--- config.mk ---
export PLATFORM = sky130hd
export DESIGN_NAME = uart_rx_cfg
export DESIGN_NICKNAME = d
export VERILOG_FILES = /design/src/rtl/uart_pkg.sv /design/src/rtl/uart_rx_fifo.sv /design/src/rtl/uart_rx_cfg.sv
export SDC_FILE = /design/constraint.sdc
export NUM_CORES = 1
export LEC_CHECK = 0
export ABC_AREA = 1
export BUFFER_PORTS_ARGS = -buffer_cell sky130_fd_sc_hd__buf_4
export CORE_MARGIN = 4
export CORE_UTILIZATION = 60
export DETAILED_ROUTE_END_ITERATION = 10
export PLACE_DENSITY = 0.79
export SLEW_MARGIN = 0
export SYNTH_ARGS = -nofsm -noshare
export SYNTH_HDL_FRONTEND = slang
export SYNTH_HIERARCHICAL = 1
export SYNTH_SLANG_ARGS = --single-unit
--- constraint.sdc ---
create_clock -name clock -period 2.6 [get_ports clock]
set_input_delay 0.26 -clock clock [delete_from_list [all_inputs] [get_ports clock]]
set_output_delay 0.26 -clock clock [all_outputs]
set_load 0.01 [all_outputs]
--- src/rtl/uart_pkg.sv ---
// ---------------------------------------------------------------------------
// uart_pkg : shared constants, FSM encoding and word record for the UART RX
// Rev 1.0
// ---------------------------------------------------------------------------
`default_nettype none

package uart_pkg;

  localparam int PARITY_NONE   = 0;
  localparam int PARITY_ODD    = 1;
  localparam int PARITY_EVEN   = 2;
  localparam int MAX_DATA_BITS = 9;
  localparam int BIT_W         = 4;

  typedef enum logic [2:0] {
    ST_IDLE      = 3'd0,
    ST_START     = 3'd1,
    ST_DATA      = 3'd2,
    ST_PARITY    = 3'd3,
    ST_STOP      = 3'd4,
    ST_WAIT_IDLE = 3'd5
  } rx_state_t;

  typedef struct packed {
    logic                     ferr;
    logic                     perr;
    logic [MAX_DATA_BITS-1:0] data;
  } uart_rx_word_t;

endpackage

`default_nettype wire

--- src/rtl/uart_rx_fifo.sv ---
// ---------------------------------------------------------------------------
// uart_rx_fifo : synchronous first-word-fall-through FIFO
// Rev 1.0
// ---------------------------------------------------------------------------
`default_nettype none

module uart_rx_fifo #(
  parameter int WIDTH = 10,
  parameter int DEPTH = 4
) (
  input  logic                     clock,
  input  logic                     reset,
  input  logic                     push,
  input  logic [WIDTH-1:0]         din,
  output logic                     full,
  input  logic                     pop,
  output logic [WIDTH-1:0]         dout,
  output logic                     empty,
  output logic [$clog2(DEPTH):0]   count
);

  localparam int AW = $clog2(DEPTH);
  localparam int CW = AW + 1;

  logic [WIDTH-1:0] mem [DEPTH];
  logic [AW-1:0]    wr_ptr;
  logic [AW-1:0]    rd_ptr;
  logic             do_push;
  logic             do_pop;

  // A push into a full FIFO is accepted only when a pop frees the slot this cycle.
  assign do_pop  = pop & ~empty;
  assign do_push = push & (~full | do_pop);
  assign full    = (count == CW'(DEPTH));
  assign empty   = (count == '0);
  assign dout    = mem[rd_ptr];

  always_ff @(posedge clock) begin
    if (do_push) begin
      mem[wr_ptr] <= din;
    end
  end

  always_ff @(posedge clock) begin
    if (reset) begin
      wr_ptr <= '0;
      rd_ptr <= '0;
      count  <= '0;
    end else begin
      if (do_push) begin
        wr_ptr <= wr_ptr + 1'b1;
      end
      if (do_pop) begin
        rd_ptr <= rd_ptr + 1'b1;
      end
      case ({do_push, do_pop})
        2'b10:   count <= count + 1'b1;
        2'b01:   count <= count - 1'b1;
        default: count <= count;
      endcase
    end
  end

endmodule

`default_nettype wire

--- src/rtl/uart_rx_cfg.sv ---
// ---------------------------------------------------------------------------
// uart_rx_cfg : configurable UART receiver with FWFT receive FIFO
// Rev 1.0
// ---------------------------------------------------------------------------
`default_nettype none

module uart_rx_cfg
  import uart_pkg::*;
#(
  parameter int CLOCKS_PER_BIT = 8,
  parameter int DATA_BITS      = 8,
  parameter int PARITY_MODE    = 0,
  parameter int STOP_BITS      = 1,
  parameter int FIFO_DEPTH     = 4
) (
  input  logic                          clock,
  input  logic                          reset,
  input  logic                          rx,
  output logic [DATA_BITS-1:0]          rx_data,
  output logic                          rx_parity_err,
  output logic                          rx_frame_err,
  output logic                          rx_valid,
  input  logic                          rx_ready,
  output logic                          overrun,
  input  logic                          clear_overrun,
  output logic [$clog2(FIFO_DEPTH):0]   fifo_count,
  output logic                          busy
);

  localparam int               CNT_W     = $clog2(CLOCKS_PER_BIT);
  localparam logic [CNT_W-1:0] CNT_LAST  = CNT_W'(CLOCKS_PER_BIT - 1);
  localparam logic [CNT_W-1:0] CNT_MID   = CNT_W'((CLOCKS_PER_BIT - 1) / 2);
  localparam logic [BIT_W-1:0] DATA_LAST = BIT_W'(DATA_BITS - 1);
  localparam logic [BIT_W-1:0] STOP_LAST = BIT_W'(STOP_BITS - 1);
  localparam int               WORD_W    = DATA_BITS + 2;

  logic                 sync_q1;
  logic                 rx_s;
  rx_state_t            state;
  rx_state_t            next_state;
  logic [CNT_W-1:0]     clk_cnt;
  logic [BIT_W-1:0]     bit_cnt;
  logic [DATA_BITS-1:0] shreg;
  logic                 perr;
  logic                 ferr;
  logic                 sample;
  logic                 push;
  logic                 pop;
  logic                 last_stop;
  logic                 ferr_final;
  logic                 fifo_full;
  logic                 fifo_empty;
  logic [WORD_W-1:0]    push_word;
  logic [WORD_W-1:0]    head_word;
  logic [WORD_W-1:0]    held_word;
  logic [WORD_W-1:0]    out_word;

  always_ff @(posedge clock) begin
    if (reset) begin
      sync_q1 <= 1'b1;
      rx_s    <= 1'b1;
    end else begin
      sync_q1 <= rx;
      rx_s    <= sync_q1;
    end
  end

  assign last_stop  = (bit_cnt == STOP_LAST);
  assign ferr_final = ferr | ~rx_s;

  always_ff @(posedge clock) begin
    if (reset) begin
      state <= ST_IDLE;
    end else begin
      state <= next_state;
    end
  end

  always_comb begin
    next_state = state;
    case (state)
      ST_IDLE:      if (!rx_s) next_state = ST_START;
      ST_START:     if (sample) next_state = rx_s ? ST_IDLE : ST_DATA;
      ST_DATA:      if (sample && bit_cnt == DATA_LAST)
                      next_state = (PARITY_MODE != PARITY_NONE) ? ST_PARITY : ST_STOP;
      ST_PARITY:    if (sample) next_state = ST_STOP;
      ST_STOP:      if (sample && last_stop)
                      next_state = ferr_final ? ST_WAIT_IDLE : ST_IDLE;
      ST_WAIT_IDLE: if (rx_s) next_state = ST_IDLE;
      default:      next_state = ST_IDLE;
    endcase
  end

  always_comb begin
    sample = 1'b0;
    case (state)
      ST_START:                   sample = (clk_cnt == CNT_MID);
      ST_DATA, ST_PARITY, ST_STOP: sample = (clk_cnt == CNT_LAST);
      default:                    sample = 1'b0;
    endcase
    push = (state == ST_STOP) && sample && last_stop;
    busy = (state != ST_IDLE);
  end

  // The counter restarts at every sample, so later samples land one bit period apart.
  always_ff @(posedge clock) begin
    if (reset) begin
      clk_cnt <= '0;
      bit_cnt <= '0;
      shreg   <= '0;
      perr    <= 1'b0;
      ferr    <= 1'b0;
    end else begin
      clk_cnt <= (state == ST_IDLE || sample) ? '0 : clk_cnt + 1'b1;
      if (next_state != state) begin
        bit_cnt <= '0;
      end else if (sample) begin
        bit_cnt <= bit_cnt + 1'b1;
      end
      if (state == ST_IDLE) begin
        perr <= 1'b0;
        ferr <= 1'b0;
      end
      if (state == ST_DATA && sample) begin
        shreg <= {rx_s, shreg[DATA_BITS-1:1]};
      end
      if (state == ST_PARITY && sample) begin
        perr <= (((^shreg) ^ rx_s) != (PARITY_MODE == PARITY_ODD));
      end
      if (state == ST_STOP && sample && !rx_s) begin
        ferr <= 1'b1;
      end
    end
  end

  assign push_word = {ferr_final, perr, shreg};
  assign pop       = rx_valid & rx_ready;
  assign rx_valid  = ~fifo_empty;

  uart_rx_fifo #(
    .WIDTH (WORD_W),
    .DEPTH (FIFO_DEPTH)
  ) u_fifo (
    .clock (clock),
    .reset (reset),
    .push  (push),
    .din   (push_word),
    .full  (fifo_full),
    .pop   (pop),
    .dout  (head_word),
    .empty (fifo_empty),
    .count (fifo_count)
  );

  // Keeps the last delivered word visible while the FIFO is empty.
  always_ff @(posedge clock) begin
    if (reset) begin
      held_word <= '0;
    end else if (pop) begin
      held_word <= head_word;
    end
  end

  assign out_word      = rx_valid ? head_word : held_word;
  assign rx_data       = out_word[DATA_BITS-1:0];
  assign rx_parity_err = out_word[DATA_BITS];
  assign rx_frame_err  = out_word[DATA_BITS+1];

  always_ff @(posedge clock) begin
    if (reset) begin
      overrun <= 1'b0;
    end else if (push && fifo_full && !pop) begin
      overrun <= 1'b1;
    end else if (clear_overrun) begin
      overrun <= 1'b0;
    end
  end

endmodule

`default_nettype wire

==> metrics.cfg, run 1 <==
[setup_path]
path_delay_family = simple AND/OR/NAND/NOR gates
worst-path-buf-inv = 2
r2r_end = u_fifo/count[1]$_SDFFE_PP0P_
crit_path_top_delay_cell = fa_1
reg2reg_from = bit_cnt[0]$_SDFFE_PP0P_
arrival_ps = 2580
worstRegToRegCells = 10
cp-start-kind = flip-flop
crit_path_end_kind = flip-flop
critPathLaunch = bit_cnt[0]$_SDFFE_PP0P_
worstPathCellList = inv_1 > ha_1 > nor3b_1 > nand4_1 > nor2_1 > inv_1 > nand3_1 > fa_1 > a21boi_0 > nor2_1
endpoint = u_fifo/count[1]$_SDFFE_PP0P_
critical_path_required_ps = 2880
r2r_slack_ps = 300
slowest_delay_ps = 430
path_max_fanout = 4
worstSetupPathType = reg -> reg
cp.depth = 10

[synthesis]
yosysSeqAreaShare_pct = 55.8
avgSynthCellArea_sq_um = 9.31
synth.ff_latch_count = 82
synth-async-reset-ratio_pct = 0
synth_nets = 406
synth-edff-count = 40
synth_cell_types = 33
synth.cell_area_sq_um = 3660
netlist_instances = 393
yosys_warnings = 6
ys.flop_type = dfxtp_1

[sta]
fmax_mhz = 434
finalCritPeriodShare_pct = 88.6
setup_viol = 0
drv_slew = 0
fin_skew_ps = 7.51
finalSetupTns_ps = 0
period_needed_ps = 2300
rsz0062_at_grt = no
maxSlewHeadroom_pct = 63.2
worst_pin_slew_ps = 552
final_hold_viol_count = 0
worst_slack_ps = 295

[cts]
postCtsSetupBuffers = 0
cts_tree = yes
cts_sinks = 82
clk_latency_ps = 340
htreeDepth = 3
cts_buffers = 9
cts_hold_buf = 0
clk_pin_slew_worst_paths_ps = 80
cts_root_buf = clkbuf_8
cts_buffer_depth = 2
ctsResizeCount = 0

[global_route]
antenna_found_initial = 0
grt_pass1_wl_um = 11100
grt_pass1_vias = 2459
grt_use_total_pct = 19.1
gr-total-overflow = 0
grt_max_degree = 22

[routing]
wl_per_cell_um = 13.2
wirelength_um = 6600
viasPerCell = 5.26
drc = 0
vias = 2623
ant_nets = 0
drtIter0Drc = 137
dr.pass1.iters = 4

[cells_and_area]
areaGrowthSynthToFinish_pct = 12.2
num_antenna_cells = 0
drive_above_1_share_pct = 17.5
nNetsFinal = 432
fillers = 439
post-route-cell-area_sq_um = 4110

[status]
status = completed

[run]
maxCapViolations = 0

[die]
fp.dieH_um = 86.1
core_area_sq_um = 5920
io_pins = 21
start_util_pct = 61.8
rows = 28
die_width_um = 86.1
dieArea_sq_um = 7410

[pwr]
peakVddDrop_uv = 316
p_per_area_nw_per_um2 = 555
p_leak_nw = 1.69

[placed_design]
pre_cts_slack_ps = 341
gp_congestion = 0.848
dp_hpwl_um = 4740
portBuffers = 20
dpl-instance-area_sq_um = 3910

[worst_hold_path]
min_from = rx
hold_path_class = in -> reg

per-layer routing:
metal  track usage [%]  part of all wire (%)  vias up  routed length [um]
met4              7.77                  0.95        0                  63
met3              3.55                   4.5        6                 299
met5                 0                     0        -                   0
met1              25.0                    46     1209                3020
met2              31.3                    49       54                3220
li1                  -                     -     1354                   -
cell type report:
class / instances / area, sq um / area share, %
flip-flops and latches: 82 / 2040 / 49.7
multi-input cells: 247 / 1370 / 33.5
repair buffers: 28 / 210 / 5.12
inverters: 51 / 191 / 4.66
clock buffers: 11 / 141 / 3.44
well taps: 75 / 93.8 / 2.29
clock inverters: 5 / 53.8 / 1.31
metrics by stage:
| stage | std cells | hold WS, ps | power (mW) | utilization, % |
|---|---|---|---|---|
| floorplan | 393 | 322 | 1.40 | - |
| global placement | 483 | 393 | 1.42 | 66.1 |
| detailed placement | 483 | 404 | 1.42 | 66.1 |
| CTS | 499 | 86.8 | 2.30 | 69.4 |
| global route | 499 | 96.1 | 2.36 | 69.4 |
| finish | 499 | 106 | 2.28 | 69.4 |
worst reg2reg max path: cells and delay by family, from the launching register on:
kind	cells	cell delay, ps
fa+ha+maj	2	560
simple gates	5	1060
flops	1	340
buf+inv	2	150
compound gates	1	140
power by group:
part / switching (mW) / internal (mW)
Combinational: 0.0257 / 0.0151
Clock: 0.428 / 0.465
Sequential: 0.00311 / 1.34
cell usage in the layout (no fill, tap or decap), drive strengths merged:
cell type	synthesis	final
dfxtp	42	42
fa	1	1
xnor2	7	7
a21boi	1	1
nor3b	2	2
nor2	65	65
bufinv	0	1
inv	51	51
a21oi	21	21
edfxtp	40	40
clkinv	0	2
o41ai	1	1
nor3	1	1
buf	3	28
clkbuf	10	11
nand3	16	16
nand4	6	6
or2	2	2
xor2	5	5
o22ai	10	10
ha	7	7
o21ai	57	57
clkinvlp	0	2
nand2	45	45
cells in the mapped netlist (2+ instances only):
master / number / area share, %
edfxtp_1: 40 / 33
ha_1: 7 / 2.4
nand2_1: 36 / 3.7
inv_1: 47 / 4.8
nor3b_1: 2 / 0.41
o22ai_1: 10 / 1.7
nand2_2: 8 / 1.4
nor2_2: 3 / 0.51
or2_2: 2 / 0.34
o21ai_0: 52 / 7.1
nand4_1: 5 / 0.85
nand3_1: 10 / 1.4
xor2_1: 5 / 1.2
xnor2_1: 7 / 1.7
clkbuf_1: 10 / 1.0
o21ai_1: 4 / 0.55
nor2_4: 3 / 0.92
inv_2: 4 / 0.41
nand3_2: 6 / 1.6
dfxtp_1: 42 / 23
a21oi_2: 2 / 0.48
nor2_1: 58 / 5.9
buf_1: 2 / 0.21
a21oi_1: 19 / 2.6
sequential cells by signal (all words and copies together) (netlist names), 2 cells and up, named ones only:
name	flops
state	3
clk_cnt	3
u_fifo/mem	40
shreg	8
bit_cnt	4
held_word	10
u_fifo/wr_ptr	2
u_fifo/count	3
u_fifo/rd_ptr	2
kinds of logic (layout without fill, tap and decap cells):
| kind of cell | Yosys count | after routing | synth area share (%) |
|---|---|---|---|
| compound gates | 90 | 90 | 13.3 |
| flops | 82 | 82 | 55.8 |
| xor+xnor | 12 | 12 | 2.87 |
| buf+inv | 64 | 95 | 6.67 |
| fa+ha+maj | 8 | 8 | 2.94 |
| simple gates | 137 | 137 | 18.4 |
worst min-delay path by stage:
stage                                        end  depth (start not counted)  slack, ps
global route                  sync_q1$_SDFF_PP1_                          2        100
CTS                           sync_q1$_SDFF_PP1_                          2         90
detailed placement               rx_s$_SDFF_PP1_                          1        400
global placement                 rx_s$_SDFF_PP1_                          1        390
floorplan           u_fifo/count[0]$_SDFFE_PP0P_                          1        320
finish                        sync_q1$_SDFF_PP1_                          2        110
(Power assumes the default switching activity.)
==> inputs of run 2 (changes only) <==
- CORE_ASPECT_RATIO: default -> 0.8
- GPL_TIMING_DRIVEN: default -> 0
==> run 2 against run 1 <==
- maximum frequency shrank 3.7%
- sequential share of layout area shrank 0.75 points
- sequential power is essentially flat
- combinational power grew 8.1%
- critical path depth shrank 2
- setup slack lost 89 ps
- clock skew is essentially flat
- via count grew 6.0%
- utilization grew 1.2 points
- sequential cell count is the same
- power grew 4.0%
- worst hold slack lost 33 ps
- critical path type unchanged
- largest cell class unchanged
- largest power group unchanged
==> metrics.cfg, run 2 (synthesis results as in run 1) <==
[status]
status = completed  ; unchanged

[placed_design]
dpl-instance-area_sq_um = 3910  ; unchanged
portBuffers = 20  ; unchanged
pre_cts_slack_ps = -301  ; was 341 ps
placed_cells = 494  ; was 483
gp_congestion = 0.819  ; was 0.848
dp_hpwl_um = 5070  ; was 4740 um

[global_route]
grt_pass1_vias = 2555  ; was 2459
grt_use_total_pct = 21.4  ; was 19.1%
gr-total-overflow = 0  ; unchanged
grt_max_degree = 15  ; was 22
antenna_found_initial = 0  ; unchanged
grt_pass1_wl_um = 12200  ; was 11100 um

[cells_and_area]
num_antenna_cells = 0  ; unchanged
areaGrowthSynthToFinish_pct = 13.9  ; was 12.2%
nNetsFinal = 436  ; was 432
top_register = u_fifo/mem  ; unchanged
fillers = 418  ; was 439
post-route-cell-area_sq_um = 4170  ; was 4110 sq um
final_cell_mix = 53 x nor2_1, 52 x o21ai_0, 46 x inv_1, 42 x dfxtp_1, 40 x edfxtp_1  ; was 58 x nor2_1, 52 x o21ai_0, 47 x inv_1, 42 x dfxtp_1, 40 x edfxtp_1
final_common_cell = nor2_1  ; unchanged
largest_reg_flops = 40  ; unchanged
drive_above_1_share_pct = 18.0  ; was 17.5%
reg.largest.list = u_fifo/mem: 40 flops, held_word: 10 flops, shreg: 8 flops  ; unchanged
stdcell_count = 509  ; was 499

[cts]
cts_buffer_depth = 2  ; unchanged
cts_hold_buf = 0  ; unchanged
cts_root_buf = clkbuf_8  ; unchanged
cts_buffers = 9  ; unchanged
clk_latency_ps = 350  ; was 340 ps
clk_pin_slew_worst_paths_ps = 80  ; about the same
cts_tree = yes  ; unchanged
cts_sinks = 82  ; unchanged
htreeDepth = 3  ; unchanged

[setup_path]
cp_common_cell = nand2_2
worstRegToRegCells = 8  ; was 10
worstSetupPathType = reg -> reg  ; unchanged
worst-path-buf-inv = 0  ; was 2
r2r_end = u_fifo/mem[2][1]$_DFFE_PP_  ; was u_fifo/count[1]$_SDFFE_PP0P_
critical_path_required_ps = 2580  ; was 2880 ps
worstPathCellList = nor2_1 > nand2_2 > nand2_2 > nand2_2 > nand4_1 > nor2_4 > o21ai_4 > nor2_2  ; was inv_1 > ha_1 > nor3b_1 > nand4_1 > nor2_1 > inv_1 > nand3_1 > fa_1 > a21boi_0 > nor2_1
r2r_slack_ps = 210  ; was 300 ps
crit_path_top_delay_cell = nor2_2  ; was fa_1
reg2reg_from = state[0]$_SDFF_PP0_  ; was bit_cnt[0]$_SDFFE_PP0P_
path_delay_family = simple AND/OR/NAND/NOR gates  ; unchanged
path_max_fanout = 10  ; was 4
cp-start-kind = flip-flop  ; unchanged
crit_path_end_kind = flip-flop  ; unchanged
arrival_ps = 2380  ; was 2580 ps
slowest_delay_ps = 480  ; was 430 ps

[pwr]
power.total_mw = 2.37  ; was 2.28 mW
peakVddDrop_uv = 367  ; was 316 uV
p_per_area_nw_per_um2 = 569  ; was 555 nW/um^2
p_leak_nw = 1.68  ; was 1.69 nW

[die]
dieArea_sq_um = 7420  ; was 7410 sq um
core_area_sq_um = 5910  ; was 5920 sq um
io_pins = 21  ; unchanged
rows = 25  ; was 28
fp.dieH_um = 77.9  ; was 86.1 um
start_util_pct = 61.9  ; was 61.8%
die_width_um = 95.3  ; was 86.1 um

[sta]
drv_slew = 0  ; unchanged
maxSlewHeadroom_pct = 62.0  ; was 63.2%
finalCritPeriodShare_pct = 92.1  ; was 88.6%
worst_slack_ps = 206  ; was 295 ps
finalSetupTns_ps = 0  ; unchanged
worst_pin_slew_ps = 570  ; was 552 ps
period_needed_ps = 2390  ; was 2300 ps
fin_skew_ps = 7.17  ; was 7.51 ps
fmax_mhz = 418  ; was 434 MHz
setup_viol = 0  ; unchanged
rsz0062_at_grt = no  ; unchanged
final_hold_viol_count = 0  ; unchanged

[routing]
vias = 2780  ; was 2623
drtIter0Drc = 260  ; was 137
dr.pass1.iters = 5  ; was 4
drc = 0  ; unchanged
ant_nets = 0  ; unchanged
wl_per_cell_um = 14.6  ; was 13.2 um
wirelength_um = 7440  ; was 6600 um
viasPerCell = 5.46  ; was 5.26

[worst_hold_path]
hold_path_class = in -> reg  ; unchanged
worstHoldEndpoint = u_fifo/count[0]$_SDFFE_PP0P_  ; was sync_q1$_SDFF_PP1_
min_path_cells = 2  ; unchanged
min_from = reset  ; was rx

[run]
maxCapViolations = 0  ; unchanged

[run 2: cell count changes in the layout (fill, tap and decap cells not counted), moves of 2 or more]
cell | previous run | this run
clkbuf_1 | 1 | 9
buf_4 | 28 | 21
nor2_1 | 58 | 53
nor2_4 | 3 | 7
buf_1 | 0 | 2
[run 2: worst max-delay path by stage]
stage	startpoint	to	slack (ps)	cells past startpoint
after floorplan	bit_cnt[0]$_SDFFE_PP0P_	u_fifo/mem[0][0]$_DFFE_PP_	380	7
after global placement	bit_cnt[0]$_SDFFE_PP0P_	u_fifo/mem[0][3]$_DFFE_PP_	-200	7
after detailed placement	bit_cnt[0]$_SDFFE_PP0P_	u_fifo/mem[0][3]$_DFFE_PP_	-300	7
after CTS	bit_cnt[0]$_SDFFE_PP0P_	u_fifo/mem[1][0]$_DFFE_PP_	80	7
after global routing	state[0]$_SDFF_PP0_	u_fifo/count[1]$_SDFFE_PP0P_	40	11
final	state[0]$_SDFF_PP0_	u_fifo/mem[2][1]$_DFFE_PP_	210	8
[run 2: metrics by stage]
step	util [%]	hold slack (ps)
2_1_floorplan	-	322
3_3_place_gp	66.2	396
3_5_place_dp	66.2	398
4_1_cts	70.3	60.1
5_1_grt	70.5	63.6
6_report	70.5	72.8
[run 2: where the power goes]
part	switching [mW]	total [mW]	internal [mW]
sequential	0.00304	1.35	1.34
clock	0.451	0.980	0.530
combinational	0.0281	0.0441	0.0160
[run 2: cell type report]
cell class                      instances  area (sq um)  area share (%)
Clock inverter                          5          58.8            1.41
Tap cell                               81           101            2.43
Inverter                               51           191            4.59
Multi-Input combinational cell        247          1410            33.9
Sequential cell                        82          2040            49.0
Buffer                                 12          48.8            1.17
Timing Repair Buffer                   20           150            3.60
Clock buffer                           11           163            3.90
[run 2: what timing repair did]
| item | 4_1_cts | 5_1_grt |
|---|---|---|
| gates resized for setup | 7 | 5 |
| endpoints found under the setup margin | 41 | 22 |
| setup buffers | 0 | 0 |
[run 2: layer usage]
layer  GRT usage, %  vias up  wire length [um]
met1           29.4     1291              3270
met5              0        -                 0
li1               -     1360                 -
met2           33.1      123              3530
met4           6.77        0                89
met3           5.72        6               550
==> inputs of run 3 (changes only) <==
- PLACE_DENSITY: 0.79 -> 0.85
==> run 3 against run 2 <==
- via count decreased by 1.1%
- clock-buffer cell count unchanged
- highest routed layer unchanged
- power decreased by 10%
- setup slack got worse by 73 ps
- critical path type unchanged
- cell count increased by 0.20%
- die area unchanged
- routed wire length decreased by 3.5%
- clock power decreased by 25%
==> metrics.cfg, run 3 (synthesis results as in run 1) <==
[placed_design]
gp_congestion = 0.855  ; was 0.819
placed_cells = 494  ; unchanged
portBuffers = 20  ; unchanged
dp_hpwl_um = 5130  ; was 5070 um

[setup_path]
path_delay_family = simple AND/OR/NAND/NOR gates  ; unchanged
worst-path-buf-inv = 1  ; was 0
critical_path_required_ps = 2570  ; was 2580 ps
crit_path_end_kind = flip-flop  ; unchanged
path_max_fanout = 10  ; unchanged
r2r_end = u_fifo/mem[3][3]$_DFFE_PP_  ; was u_fifo/mem[2][1]$_DFFE_PP_
reg2reg_from = bit_cnt[0]$_SDFFE_PP0P_  ; was state[0]$_SDFF_PP0_
cp-start-kind = flip-flop  ; unchanged
worstPathCellList = inv_1 > ha_1 > nor3b_1 > nand4_1 > nor2_2 > o21ai_4 > nor2_2  ; was nor2_1 > nand2_2 > nand2_2 > nand2_2 > nand4_1 > nor2_4 > o21ai_4 > nor2_2
cp_common_cell = nor2_2  ; was nand2_2
worstRegToRegCells = 7  ; was 8
slowest_delay_ps = 490  ; was 480 ps
crit_path_top_delay_cell = nor2_2  ; unchanged
worstSetupPathType = reg -> reg  ; unchanged
r2r_slack_ps = 130  ; was 210 ps
arrival_ps = 2440  ; was 2380 ps

[sta]
period_needed_ps = 2470  ; was 2390 ps
worst_pin_slew_ps = 580  ; was 570 ps
setup_viol = 0  ; unchanged
final_hold_viol_count = 0  ; unchanged
finalCritPeriodShare_pct = 94.9  ; was 92.1%
drv_slew = 0  ; unchanged
fmax_mhz = 405  ; was 418 MHz
fin_skew_ps = 7.23  ; was 7.17 ps
maxSlewHeadroom_pct = 61.3  ; was 62.0%

[worst_hold_path]
min_from = reset  ; unchanged
hold_path_class = in -> reg  ; unchanged
worstHoldEndpoint = u_fifo/count[0]$_SDFFE_PP0P_  ; unchanged
min_path_cells = 2  ; unchanged

[pwr]
p_leak_nw = 1.65  ; was 1.68 nW
p_per_area_nw_per_um2 = 521  ; was 569 nW/um^2
power.total_mw = 2.13  ; was 2.37 mW
peakVddDrop_uv = 323  ; was 367 uV

[cells_and_area]
reg.largest.list = u_fifo/mem: 40 flops, held_word: 10 flops, shreg: 8 flops  ; unchanged
nNetsFinal = 437  ; was 436
multi_input_area_sq_um = 1390  ; was 1410 sq um
seqCellArea_sq_um = 2040  ; unchanged
final_cell_mix = 53 x nor2_1, 52 x o21ai_0, 46 x inv_1, 42 x dfxtp_1, 40 x edfxtp_1  ; unchanged
final_common_cell = nor2_1  ; unchanged
drive_above_1_share_pct = 16.6  ; was 18.0%
fillers = 461  ; was 418
num_antenna_cells = 0  ; unchanged
areaGrowthSynthToFinish_pct = 11.6  ; was 13.9%
top_register = u_fifo/mem  ; unchanged
largest_reg_flops = 40  ; unchanged
stdcell_count = 510  ; was 509

[global_route]
gr-total-overflow = 0  ; unchanged
grt_use_total_pct = 20.8  ; was 21.4%
antenna_found_initial = 0  ; unchanged
grt_max_degree = 13  ; was 15
grt_pass1_vias = 2608  ; was 2555
grt_pass1_wl_um = 11900  ; was 12200 um

[cts]
cts_buffers = 9  ; unchanged
postCtsSetupBuffers = 0  ; unchanged
clk_latency_ps = 340  ; was 350 ps
cts_root_buf = clkbuf_8  ; unchanged
cts_sinks = 82  ; unchanged
cts_tree = yes  ; unchanged
cts_hold_buf = 0  ; unchanged
clk_pin_slew_worst_paths_ps = 70  ; was 80 ps
htreeDepth = 3  ; unchanged
cts_buffer_depth = 2  ; unchanged

[die]
die_width_um = 95.3  ; unchanged
start_util_pct = 61.9  ; unchanged
dieArea_sq_um = 7420  ; unchanged
fp.dieH_um = 77.9  ; unchanged
rows = 25  ; unchanged
core_area_sq_um = 5910  ; unchanged
io_pins = 21  ; unchanged

[routing]
drc = 0  ; unchanged
viasPerCell = 5.39  ; was 5.46
wl_per_cell_um = 14.1  ; was 14.6 um
ant_nets = 0  ; unchanged
wirelength_um = 7180  ; was 7440 um
drtIter0Drc = 187  ; was 260
dr.pass1.iters = 5  ; unchanged
vias = 2749  ; was 2780

[run]
maxCapViolations = 0  ; unchanged

[status]
status = completed  ; unchanged

-- run 3: cell count changes in the layout (fill, tap and decap cells not counted), moves of 2 or more --
cell / previous run / this run
nor2_4: 7 / 4
clkinvlp_4: 2 / 0
clkinv_1: 0 / 3
nor2_2: 4 / 7
clkbuf_1: 9 / 11
-- run 3: report_power, final --
part / switching [mW] / internal, mW
combinational: 0.0277 / 0.0159
sequential: 0.00313 / 1.34
clock: 0.402 / 0.335
-- run 3: final cells by class --
cell class	instances	area share [%]
plain buffers	13	1.32
multi-input cells	247	34.1
clock buffers	11	3.22
repair buffers	20	3.68
inverters	51	4.69
flip-flops and latches	82	50.0
well taps	81	2.48
clock inverters	5	0.521
-- run 3: stage by stage --
| stage | worst slack, ps | cell area, sq um | util, % | hold slack, ps | setup TNS (ps) |
|---|---|---|---|---|---|
| 2_1_floorplan | 378 | 3660 | - | 322 | 0 |
| 6_report | 133 | 4080 | 69.1 | 84.9 | 0 |
| 5_1_grt | -17.6 | 4080 | 69.1 | 70.2 | -145 |
| 3_3_place_gp | -162 | 3910 | 66.2 | 394 | -5620 |
| 3_5_place_dp | -271 | 3910 | 66.2 | 402 | -8980 |
| 4_1_cts | -251 | 4070 | 68.8 | 77.5 | -5120 |
-- run 3: how the worst max path moves through the flow --
stage | start | end | depth (start not counted)
2_1_floorplan | bit_cnt[0]$_SDFFE_PP0P_ | u_fifo/mem[0][0]$_DFFE_PP_ | 7
3_3_place_gp | bit_cnt[0]$_SDFFE_PP0P_ | u_fifo/mem[0][2]$_DFFE_PP_ | 7
3_5_place_dp | bit_cnt[0]$_SDFFE_PP0P_ | u_fifo/mem[0][2]$_DFFE_PP_ | 7
4_1_cts | bit_cnt[0]$_SDFFE_PP0P_ | u_fifo/mem[1][2]$_DFFE_PP_ | 7
5_1_grt | bit_cnt[1]$_SDFFE_PP0P_ | u_fifo/mem[3][3]$_DFFE_PP_ | 7
6_report | bit_cnt[0]$_SDFFE_PP0P_ | u_fifo/mem[3][3]$_DFFE_PP_ | 7
-- run 3: worst reg2reg max path, delay by kind of cell, from the launching register on --
kind | cells | cell delay, ps
and+or+nand+nor | 4 | 1360
AOI/OAI and AO/OA | 1 | 190
buffers and inverters | 1 | 70
DFF | 1 | 350
adders and majority gates | 1 | 140
-- run 3: per-layer routing --
layer  share of wire (%)  global-route usage [%]  up-vias
met5                   0                       0        -
met1                  46                    27.7     1286
met3                 6.2                    5.91        5
li1                    -                       -     1369
met2                  47                    33.1       89
met4                0.74                    5.33        0
-- run 3: repair_timing --
action                     in CTS  in global routing
setup endpoints to repair      40                 42
pin swaps                       0                  0
gates resized for setup         2                  7
